### src/rtl/ebus_xfer.sv
// EBUS transfer controller: sequences device select, function code, the
// demand/transfer handshake and the timeout for one EBOX<->device transfer.
module ebus_xfer #(
    parameter int TIMEOUT_CYCLES = 64,
    parameter int DEV_W          = 7
) (
    input  logic             masterClk,
    input  logic             CROBAR,
    input  logic             start,
    input  logic             isRead,
    input  logic [2:0]       funcCode,
    input  logic [DEV_W-1:0] devSel,
    input  logic [35:0]      wrData,
    output logic             busy,
    output logic             done,
    output logic             timeout,
    output logic [35:0]      rdData,
    output logic [DEV_W-1:0] ebusCS,
    output logic [2:0]       ebusFunc,
    output logic             ebusDemand,
    output logic [35:0]      ebusDataOut,
    output logic             ebusDataOE,
    input  logic             ebusXfer,
    input  logic [35:0]      ebusDataIn
);

    // Counter must hold TIMEOUT_CYCLES-1; one spare bit keeps odd sizes safe.
    localparam int CNT_W = $clog2(TIMEOUT_CYCLES) + 1;
    localparam logic [CNT_W-1:0] CNT_LAST = CNT_W'(TIMEOUT_CYCLES - 1);
    localparam logic [CNT_W-1:0] CNT_ONE  = CNT_W'(1);
    localparam logic [CNT_W-1:0] CNT_ZERO = '0;

    typedef enum logic [2:0] {
        S_IDLE    = 3'd0,
        S_SETUP   = 3'd1,
        S_DEMAND  = 3'd2,
        S_RELEASE = 3'd3,
        S_FINISH  = 3'd4
    } state_t;

    state_t             state_q, state_d;
    logic               is_read_q, is_read_d;
    logic [2:0]         func_q, func_d;
    logic [DEV_W-1:0]   dev_q, dev_d;
    logic [35:0]        wr_data_q, wr_data_d;
    logic [35:0]        rd_data_q, rd_data_d;
    logic [CNT_W-1:0]   cnt_q, cnt_d;
    logic               abort_q, abort_d;
    logic               drive_bus;

    // State register and latched transfer fields; CROBAR clears everything.
    always_ff @(posedge masterClk) begin
        if (CROBAR) begin
            state_q   <= S_IDLE;
            is_read_q <= 1'b0;
            func_q    <= '0;
            dev_q     <= '0;
            wr_data_q <= '0;
            rd_data_q <= '0;
            cnt_q     <= '0;
            abort_q   <= 1'b0;
        end else begin
            state_q   <= state_d;
            is_read_q <= is_read_d;
            func_q    <= func_d;
            dev_q     <= dev_d;
            wr_data_q <= wr_data_d;
            rd_data_q <= rd_data_d;
            cnt_q     <= cnt_d;
            abort_q   <= abort_d;
        end
    end

    // Next-state logic: handshake sequencing, timeout counting, read capture.
    always_comb begin
        state_d   = state_q;
        is_read_d = is_read_q;
        func_d    = func_q;
        dev_d     = dev_q;
        wr_data_d = wr_data_q;
        rd_data_d = rd_data_q;
        cnt_d     = cnt_q;
        abort_d   = abort_q;

        case (state_q)
            S_IDLE: begin
                // Requests are only taken here; a start elsewhere is dropped.
                if (start) begin
                    is_read_d = isRead;
                    func_d    = funcCode;
                    dev_d     = devSel;
                    wr_data_d = wrData;
                    state_d   = S_SETUP;
                end
            end
            S_SETUP: begin
                cnt_d   = CNT_ZERO;
                abort_d = 1'b0;
                state_d = S_DEMAND;
            end
            S_DEMAND: begin
                cnt_d = cnt_q + CNT_ONE;
                // A late acknowledge still wins over the timeout in the same cycle.
                if (ebusXfer) begin
                    if (is_read_q) begin
                        rd_data_d = ebusDataIn;
                    end
                    cnt_d   = CNT_ZERO;
                    state_d = S_RELEASE;
                end else if (cnt_q == CNT_LAST) begin
                    abort_d = 1'b1;
                    if (is_read_q) begin
                        rd_data_d = '0;
                    end
                    state_d = S_FINISH;
                end
            end
            S_RELEASE: begin
                cnt_d = cnt_q + CNT_ONE;
                // Captured read data is kept even if the device never lets go.
                if (!ebusXfer) begin
                    state_d = S_FINISH;
                end else if (cnt_q == CNT_LAST) begin
                    abort_d = 1'b1;
                    state_d = S_FINISH;
                end
            end
            S_FINISH: begin
                state_d = S_IDLE;
            end
            default: begin
                state_d = S_IDLE;
            end
        endcase
    end

    // Bus and status outputs decoded from the registered state.
    always_comb begin
        drive_bus   = (state_q == S_SETUP) || (state_q == S_DEMAND) ||
                      (state_q == S_RELEASE);
        busy        = (state_q != S_IDLE);
        done        = (state_q == S_FINISH);
        timeout     = (state_q == S_FINISH) && abort_q;
        ebusDemand  = (state_q == S_DEMAND);
        ebusCS      = drive_bus ? dev_q : '0;
        ebusFunc    = drive_bus ? func_q : 3'b000;
        ebusDataOE  = drive_bus && !is_read_q;
        ebusDataOut = (drive_bus && !is_read_q) ? wr_data_q : 36'h0;
        rdData      = rd_data_q;
    end

endmodule

### config.mk
export PLATFORM = sky130hd
export DESIGN_NAME = ebus_xfer
export DESIGN_NICKNAME = d
export VERILOG_FILES = /design/src/rtl/ebus_xfer.sv
export SDC_FILE = /design/constraint.sdc
export NUM_CORES = 1
export LEC_CHECK = 0
export CAP_MARGIN = 15
export CORE_ASPECT_RATIO = 0.5
export CORE_MARGIN = 1
export CORE_UTILIZATION = 42
export DETAILED_ROUTE_END_ITERATION = 8
export PLACE_DENSITY = 0.93
export SLEW_MARGIN = 20
export SYNTH_ARGS = -nofsm -noshare
export SYNTH_HDL_FRONTEND = slang
export SYNTH_SLANG_ARGS = --single-unit
### constraint.sdc
create_clock -name masterClk -period 1.7 [get_ports masterClk]
set_input_delay 0.34 -clock masterClk [delete_from_list [all_inputs] [get_ports masterClk]]
set_output_delay 0.34 -clock masterClk [all_outputs]
set_load 0.02 [all_outputs]
# Word level (Yosys, flattened, before mapping)
# Cells that the tools add are included.
[classes] addsub=1 eq_ne=8 muxes=18 n_reduce_logical=12
[op_table] op="36-bit 2-to-1 mux" count=5
[op_table] op="7-bit one-hot mux with 3 select lines" count=1
[op_table] op="3-bit 2-to-1 mux" count=5
[op_table] op="7-bit 2-to-1 mux" count=2
[op_table] op="3-bit one-hot mux with 4 select lines" count=1
[op_table] op="7-bit by 1-bit adder with 7-bit output, second input constant" count=1
[op_table] op="7-bit by 6-bit == test with 1-bit output, second input constant" count=1
[op_table] op="3-bit by 2-bit == test with 1-bit output, second input constant" count=2
[op_table] op="2-bit inequality test, second input constant" count=3
[op_table] op="3-bit AND reduction" count=2
[op_table] op="3-bit nonzero test" count=2
[op_table] op="3-bit by 1-bit == test with 1-bit output, second input constant" count=1
[op_table] op="3-bit == test, second input constant" count=1
[op_table] op="3-bit zero test" count=1
[op_table] op="1-bit 2-to-1 mux" count=3
[op_table] op="1-bit one-hot mux with 3 select lines" count=1
[op_table] op="1-bit logical AND" count=2
[op_table] op="1-bit logical OR" count=2
[op_table] op="2-bit AND reduction" count=1
[op_table] op="2-bit nonzero test" count=1
[op_table] op="1-bit zero test" count=1
[word_totals] ff_bits=94 inputBits=87 output_inout_bits=87

# Depth between registers and ports, before layout
# Gate-level depths: netlist of the first run.
[depth] ltp_word=5 mapped_depth=7 ltp_nobuf=5

# Worst setup path after synthesis of the first run
# No wires, ideal clock.
[synth_timing] kind="register to output" start="register state_q[2]" end="output port timeout" t_arrival_ps=1450 required_time_ps=1360 path_slack_ps=-90 path_stages_with_launch=4 n_path_buf=1 path_cell_list="dfxtp_1 > buf_2 > nor3b_1 > and2_1"
[synth_via] elab_chain_len=2
[synth_lines] element="start: declaration" line="41" rtl="state_t state_q, state_d;"
[synth_lines] element="start signal: assignment" line="63" rtl="state_q <= state_d;"
[synth_lines] element="3-bit == test"
[synth_lines] element="via done" line="15" rtl="output logic done,"
[synth_lines] element="1-bit logical AND" line="143" rtl="timeout = (state_q == S_FINISH) && abort_q;"
[synth_lines] element="end: declaration" line="16" rtl="output logic timeout,"
# The timed path passes the listed nets, and every way through them passes these cells.

# Worst setup path after layout of the first run
[layout_timing] start="register state_q[2]" end="output port ebusDataOut[4]"
[layout_via] elab_chain_len=5 word_cells_on_any_way=7
[layout_lines] element="3-bit by 1-bit == test with 1-bit output or 3-bit by 2-bit == test with 1-bit output (tied branches)" line="139" rtl="drive_bus = (state_q == S_SETUP) || (state_q == S_DEMAND) ||"
[layout_lines] element="1-bit logical OR" line="139"
[layout_lines] element="1-bit logical OR *" line="139"
[layout_lines] element="1-bit logical AND *" line="148" rtl="ebusDataOut = (drive_bus && !is_read_q) ? wr_data_q : 36'h0;"
[layout_lines] element="36-bit 2-to-1 mux *" line="148"
[layout_lines] element="end: declaration" line="21" rtl="output logic [35:0] ebusDataOut,"
# Mark *: on every way between the ends. The rest lies on a longest branch, timed or not.

==> results.md, run 1 <==
- Status: complete, but fails checks
- Violated checks: negative setup slack
- Worst reg2reg path endpoint: rdData[6]
- Clk root buf: clkbuf_16
- Critical-path cell list: o21bai_4 -> nor2_4 -> buf_6 -> buf_6 -> buf_6 -> and2_4 -> buf_6
- Final hold slack: 247 ps
- Clock Tree Buf Depth: 2
- Placeable Area: 8800 um2
- Die width: 138 um
- Unrepaired setup endpoints after global routing: true
- Cell with the largest stage delay on the worst path: dfxtp_2
- WL/cell: 16.8 um
- RePlAce Congestion: 0.772
- Hold Crit Depth: 2
- Mapped Area: 3860 um2
- Power per cell area: 941 nW/um2
- Share of power burned in registers: 0.389
- Switching share of power: 0.288
- Int Power: 4.45 mW
- Fin Setup TNS: -5210 ps
- Io pins: 174
- Register bit total from synthesis: 94
- DR DRC count: 0
- Initial drt markers: 217
- CTS Hold Buffers Added: 0
- Reg2Reg Setup Slack: 20 ps
- Comb pwr share: 0.295
- Critical path arrival: 1540 ps
- Setup crit end: ebusDataOut[4]
- Post-synth top flop: dfxtp_1
- CTS tree: built
- CP Launch Point: state_q[2]
- Final net count: 769
- XOR/XNOR share of the synthesized area: 0.0113
- Inserted Clock Buffers: 9
- 1st-pass router iterations: 5
- Final setup margin: -177 ps
- Cell taking the most area after synthesis: dfxtp_1
- Headroom to the max-slew limit: 0.555
- Num Clock Sinks: 94
- Static Leak: 2.58 nW
- Global route overflow: 0
- Final hold viol count: 0
- Peak supply drop: 0.634 mV
- # rows: 24
- Syn Nets: 574
- Setup Skew: 7.50 ps
- Top-area cell type share of the netlist area: 0.487
- Synth Area in Compound Gates: 0.180
- Worst Min Path Start: CROBAR
- Max cap viols: 0
- Antenna violations before repair: 0
- Largest net degree at the start of global routing: 65
- Fill cell count: 566
- Synthesis Warnings: 0
- Top post-synthesis cells by area: dfxtp_1, nand2_1, a21oi_1
- Share of cells above drive strength 1: 0.255
- Worst-margin pin slew: 667 ps
- Req. time, crit path: 1360 ps
- Post-synth EDFFs: 0
- Worst slack at placement: -227 ps
- Netlist cell types: 37
- Reg clk slew, reported paths: 70 ps
- Maximum clock frequency: 0.533 GHz
- Antenna viol nets, final: 0
- Most frequent CP cell: buf_6
- Die height: 69.8 um
- Clock period minus worst slack: 1880 ps
- Port Buffers: 173
- Detailed Route WL: 13500 um
- Die Footprint: 9600 um2
- Setup-failing EPs final: 48
- Vias: 4194
- Syn_area_per_cell: 7.94 um2
- Commonest non-fill, non-tap cells in the layout: nand2_1, clkdlybuf4s50_1, dfxtp_1
- Synth Area in Adders: 0.00583
- R2R Path Start: state_q[0]
- Starting density of the core: 0.439
- Vias in the first global route: 4047
- Post-Synth Simple-Gate Area: 0.259
- Post-DR vias/cell: 5.22
- First-pass GRT wire length: 19200 um
- Setup crit start kind: flop
- N_diodes: 0
- H-tree levels: 3
- HPWL Detailed: 7560 um
- Mux contribution to synthesized area: 0
- Hold Path Class: in2reg
- Crit-path max FO: 6
- Kind of critical path: reg2out
- Largest family of logic cells by synthesized area: simple AND/OR/NAND/NOR gates
- Mapped Cells: 486
- Clk_lat worst skew: 340 ps
- Seq/Total Area, Yosys: 0.487
- Synth-to-Final Area Change: 72.3%
- Synth async-reset ratio: 0
- CP max stage delay: 330 ps
- Total GRT Usage: 0.259
- Psw: 1.80 mW
- Clock Power Share: 0.316
- R2R cell count: 7
- Commonest non-fill, non-tap cell in the layout: nand2_1
- CP Capture Type: primary output
- Period utilisation layout: 1.10
- Slew Viols, Final: 0
## Yosys cell counts, types with 4 or more instances
library cell / count
o21ai_1: 4
buf_6: 7
nand2_1: 136
nor2_1: 9
o21ai_0: 35
clkbuf_1: 20
and2_1: 48
a21oi_1: 84
dfxtp_1: 94
xor2_1: 4
nor3_1: 4
buf_2: 7
## worst min path at each step
stage / end
after detailed placement: wr_data_q[21]
after CTS: cnt_q[0]
after global placement: dev_q[2]
after floorplan: dev_q[0]
final: cnt_q[1]
after global routing: cnt_q[0]
## per-layer routing
layer | wire, um | GRT usage | up-vias
li1 | - | - | 1987
met1 | 5510 | 0.288 | 2013
met2 | 6780 | 0.451 | 153
met3 | 717 | 0.0680 | 41
met4 | 445 | 0.139 | 0
met5 | 0 | 0 | -
## logic make-up (layout without fill, tap and decap cells)
family                   after synthesis  count (layout)
buffers and inverters                 39             239
XOR/XNOR                               5               5
flip-flops                            94              94
adder cells (fa/ha/maj)                2               2
AO/OA/AOI/OAI                        131             131
AND/OR/NAND/NOR                      215             215
## worst max-delay path: cells and delay by family (launching register included)
family / cells / cell delay (ps)
buffers and inverters: 4 / 450
flip-flops: 1 / 330
AND/OR/NAND/NOR: 2 / 240
AO/OA/AOI/OAI: 1 / 180
## layout make-up
cell class / count / area [um2] / area share
Timing Repair Buffer: 221 / 2360 / 0.356
Multi-Input combinational cell: 353 / 1950 / 0.293
Sequential cell: 94 / 1890 / 0.285
Clock buffer: 11 / 233 / 0.0350
Tap cell: 117 / 146 / 0.0220
Clock inverter: 5 / 58.8 / 0.00884
Inverter: 2 / 7.51 / 0.00113
## through the flow
step	util	instance area (um2)	cells	total power, mW
after floorplan	-	3870	486	3.14
after global routing	0.756	6650	803	6.50
after CTS	0.719	6330	790	6.08
after global placement	0.659	5800	763	3.75
final	0.756	6650	803	6.26
after detailed placement	0.659	5800	763	3.79
## registers in the layout (all words and copies together), names as in the netlist
name       flops
abort_q        1
is_read_q      1
wr_data_q     36
cnt_q          7
state_q        3
func_q         3
dev_q          7
rdData        36
## what timing repair did
item,in CTS,in global routing
setup buffers,8,8
pin swaps,20,15
endpoints found under the setup margin,51,86
gates resized for setup,327,70
cloned,3,6
## power by group through the flow
stage	Combinational [mW]	Clock [mW]	Sequential, mW
2_1_floorplan	0.700	0	2.44
3_3_place_gp	1.31	0	2.45
3_5_place_dp	1.34	0	2.45
4_1_cts	1.67	2.00	2.42
5_1_grt	1.96	2.10	2.44
6_report	1.84	1.98	2.43
(Power assumes the default switching activity.)
==> inputs of run 2 (changes only) <==
--- a/config.mk
+++ b/config.mk
@@ -7,10 +7,11 @@
 export LEC_CHECK = 0
 export CAP_MARGIN = 15
 export CORE_ASPECT_RATIO = 0.5
-export CORE_MARGIN = 1
+export CORE_MARGIN = 1.5
 export CORE_UTILIZATION = 42
 export DETAILED_ROUTE_END_ITERATION = 8
 export PLACE_DENSITY = 0.93
+export RECOVER_POWER = 50
 export SLEW_MARGIN = 20
 export SYNTH_ARGS = -nofsm -noshare
 export SYNTH_HDL_FRONTEND = slang
==> results.md, run 2 (synthesis gave the netlist of run 1 again) <==
- Status: complete, but fails checks
- Violated checks: negative setup slack
- Clk root buf: clkbuf_16
- Peak supply drop: 0.611 mV
- Comb pwr share: 0.289
- Clock Power Share: 0.342
- Clk_lat worst skew: 340 ps
- Period utilisation layout: 1.10
- Static Leak: 2.88 nW
- Io pins: 174
- R2R cell count: 10
- Setup crit start kind: flop
- WL/cell: 20.8 um
- Vias in the first global route: 4377
- Max cap viols: 0
- Antenna viol nets, final: 0
- Final hold viol count: 0
- Int Power: 4.62 mW
- Kind of critical path: reg2out
- Worst reg2reg path endpoint: rdData[0]
- Final net count: 777
- Clock period minus worst slack: 1880 ps
- Largest net degree at the start of global routing: 58
- Post-DR vias/cell: 5.61
- Setup-failing EPs final: 87
- Reg2Reg Setup Slack: -170 ps
- # rows: 24
- Crit path buf inv count: 3
- Switching share of power: 0.299
- 1st-pass router iterations: 6
- Slew Viols, Final: 0
- Cell with the largest stage delay on the worst path: dfxtp_2
- Clock Tree Buf Depth: 2
- Maximum clock frequency: 0.533 GHz
- Initial drt markers: 393
- CTS Hold Buffers Added: 0
- Power per cell area: 909 nW/um2
- Setup Skew: 6.22 ps
- Global route overflow: 0
- Detailed Route WL: 16900 um
- CP max stage delay: 340 ps
- Commonest non-fill, non-tap cells in the layout: clkdlybuf4s50_1, nand2_1, dfxtp_1
- Most frequent CP cell: buf_6
- R2R Path Start: state_q[0]
- RePlAce Congestion: 0.796
- First-pass GRT wire length: 22700 um
- Vias: 4556
- Inserted Clock Buffers: 9
- Die width: 139 um
- Share of power burned in registers: 0.369
- Commonest non-fill, non-tap cell in the layout: clkdlybuf4s50_1
- Headroom to the max-slew limit: 0.508
- CP Launch Point: state_q[2]
- Total GRT Usage: 0.292
- H-tree levels: 3
- Die Footprint: 9810 um2
- CP Capture Type: primary output
- Antenna violations before repair: 1
- Final Cell Area: 7260 um2
- DR DRC count: 0
- HPWL Detailed: 7710 um
- Final setup margin: -177 ps
- Final hold slack: 237 ps
- Die height: 70.8 um
- Unrepaired setup endpoints after global routing: true
- Share of cells above drive strength 1: 0.365
- Critical-path cell list: o21bai_4 -> nor2_4 -> buf_6 -> buf_12 -> and2_4 -> buf_6
- Instance count on the critical path: 6
- Placed Area: 5780 um2
- Psw: 1.97 mW
- Crit-path max FO: 9
- Placeable Area: 8830 um2
- Fin Setup TNS: -10100 ps
- Reg clk slew, reported paths: 70 ps
- Layout Utilization: 0.822
- Setup crit end: ebusDataOut[12]
- Req. time, crit path: 1360 ps
- Num Clock Sinks: 94
- Hold Path Class: in2reg
- Worst-margin pin slew: 739 ps
- Port Buffers: 173
- Synth-to-Final Area Change: 87.9%
- CTS tree: built
- Power consumption: 6.60 mW
- Critical path arrival: 1540 ps
- Delay-heaviest family, CP: buffers and inverters
- Starting density of the core: 0.437
-- run 2: cell types whose count changed in the layout (fill, tap and decap cells not counted), sizes merged --
cell           change
buf                +8
o21ba              +1
diode              +1
clkinvlp           -1
clkdlybuf4s50      -7
clkinv             +1
clkbuf             +5
bufinv             +1
-- run 2: layout make-up --
class | count | area [um2]
Multi-Input combinational cell | 354 | 2330
Clock inverter | 6 | 93.8
Sequential cell | 94 | 1890
Tap cell | 117 | 146
Timing Repair Buffer | 228 | 2550
Clock buffer | 10 | 239
Fill cell | 453 | 1570
Antenna cell | 1 | 2.50
Inverter | 2 | 7.51
-- run 2: what timing repair did --
item / in CTS / in global routing
setup endpoints to repair: 87 / 91
gates cloned: 10 / 7
gates resized for setup: 366 / 148
hold endpoints to repair: 0 / 0
buffers inserted: 15 / 3
pin swaps: 39 / 57
-- run 2: how the worst min path moves through the flow --
stage	from	to	slack, ps	cells past startpoint
2_1_floorplan	dev_q[0]	dev_q[0]	430	2
3_3_place_gp	wr_data_q[8]	wr_data_q[8]	440	2
3_5_place_dp	wr_data_q[14]	wr_data_q[14]	440	2
4_1_cts	CROBAR	state_q[2]	230	2
5_1_grt	CROBAR	state_q[2]	240	2
6_report	CROBAR	state_q[2]	240	2
-- run 2: worst register-to-register path: stages (launching register included) --
cell	delay, ps
dfxtp_4	360
buf_6	130
buf_6	120
nor3b_4	240
buf_6	140
and3_4	240
buf_12	120
buf_12	120
buf_16	140
nand2_4	50
a21oi_2	140
-- run 2: power by group through the flow --
stage | Combinational [mW] | Sequential, mW | Clock (mW)
after global routing | 1.99 | 2.45 | 2.36
after CTS | 1.73 | 2.42 | 2.25
final | 1.90 | 2.44 | 2.26
after detailed placement | 1.33 | 2.45 | 0
after floorplan | 0.700 | 2.44 | 0
after global placement | 1.29 | 2.45 | 0
-- run 2: per-stage QoR --
step                      setup slack (ps)  cells
after floorplan                      0.478    486
after global placement                -198    762
after detailed placement              -243    762
after CTS                             -137    803
after global routing                  -225    812
final                                 -177    812
-- run 2: per-layer routing --
layer | vias to the layer above | track usage | wire, um
li1 | 2012 | - | -
met5 | - | 0 | 0
met3 | 93 | 0.0745 | 1210
met4 | 0 | 0.157 | 1010
met1 | 2168 | 0.338 | 6560
met2 | 283 | 0.507 | 8140
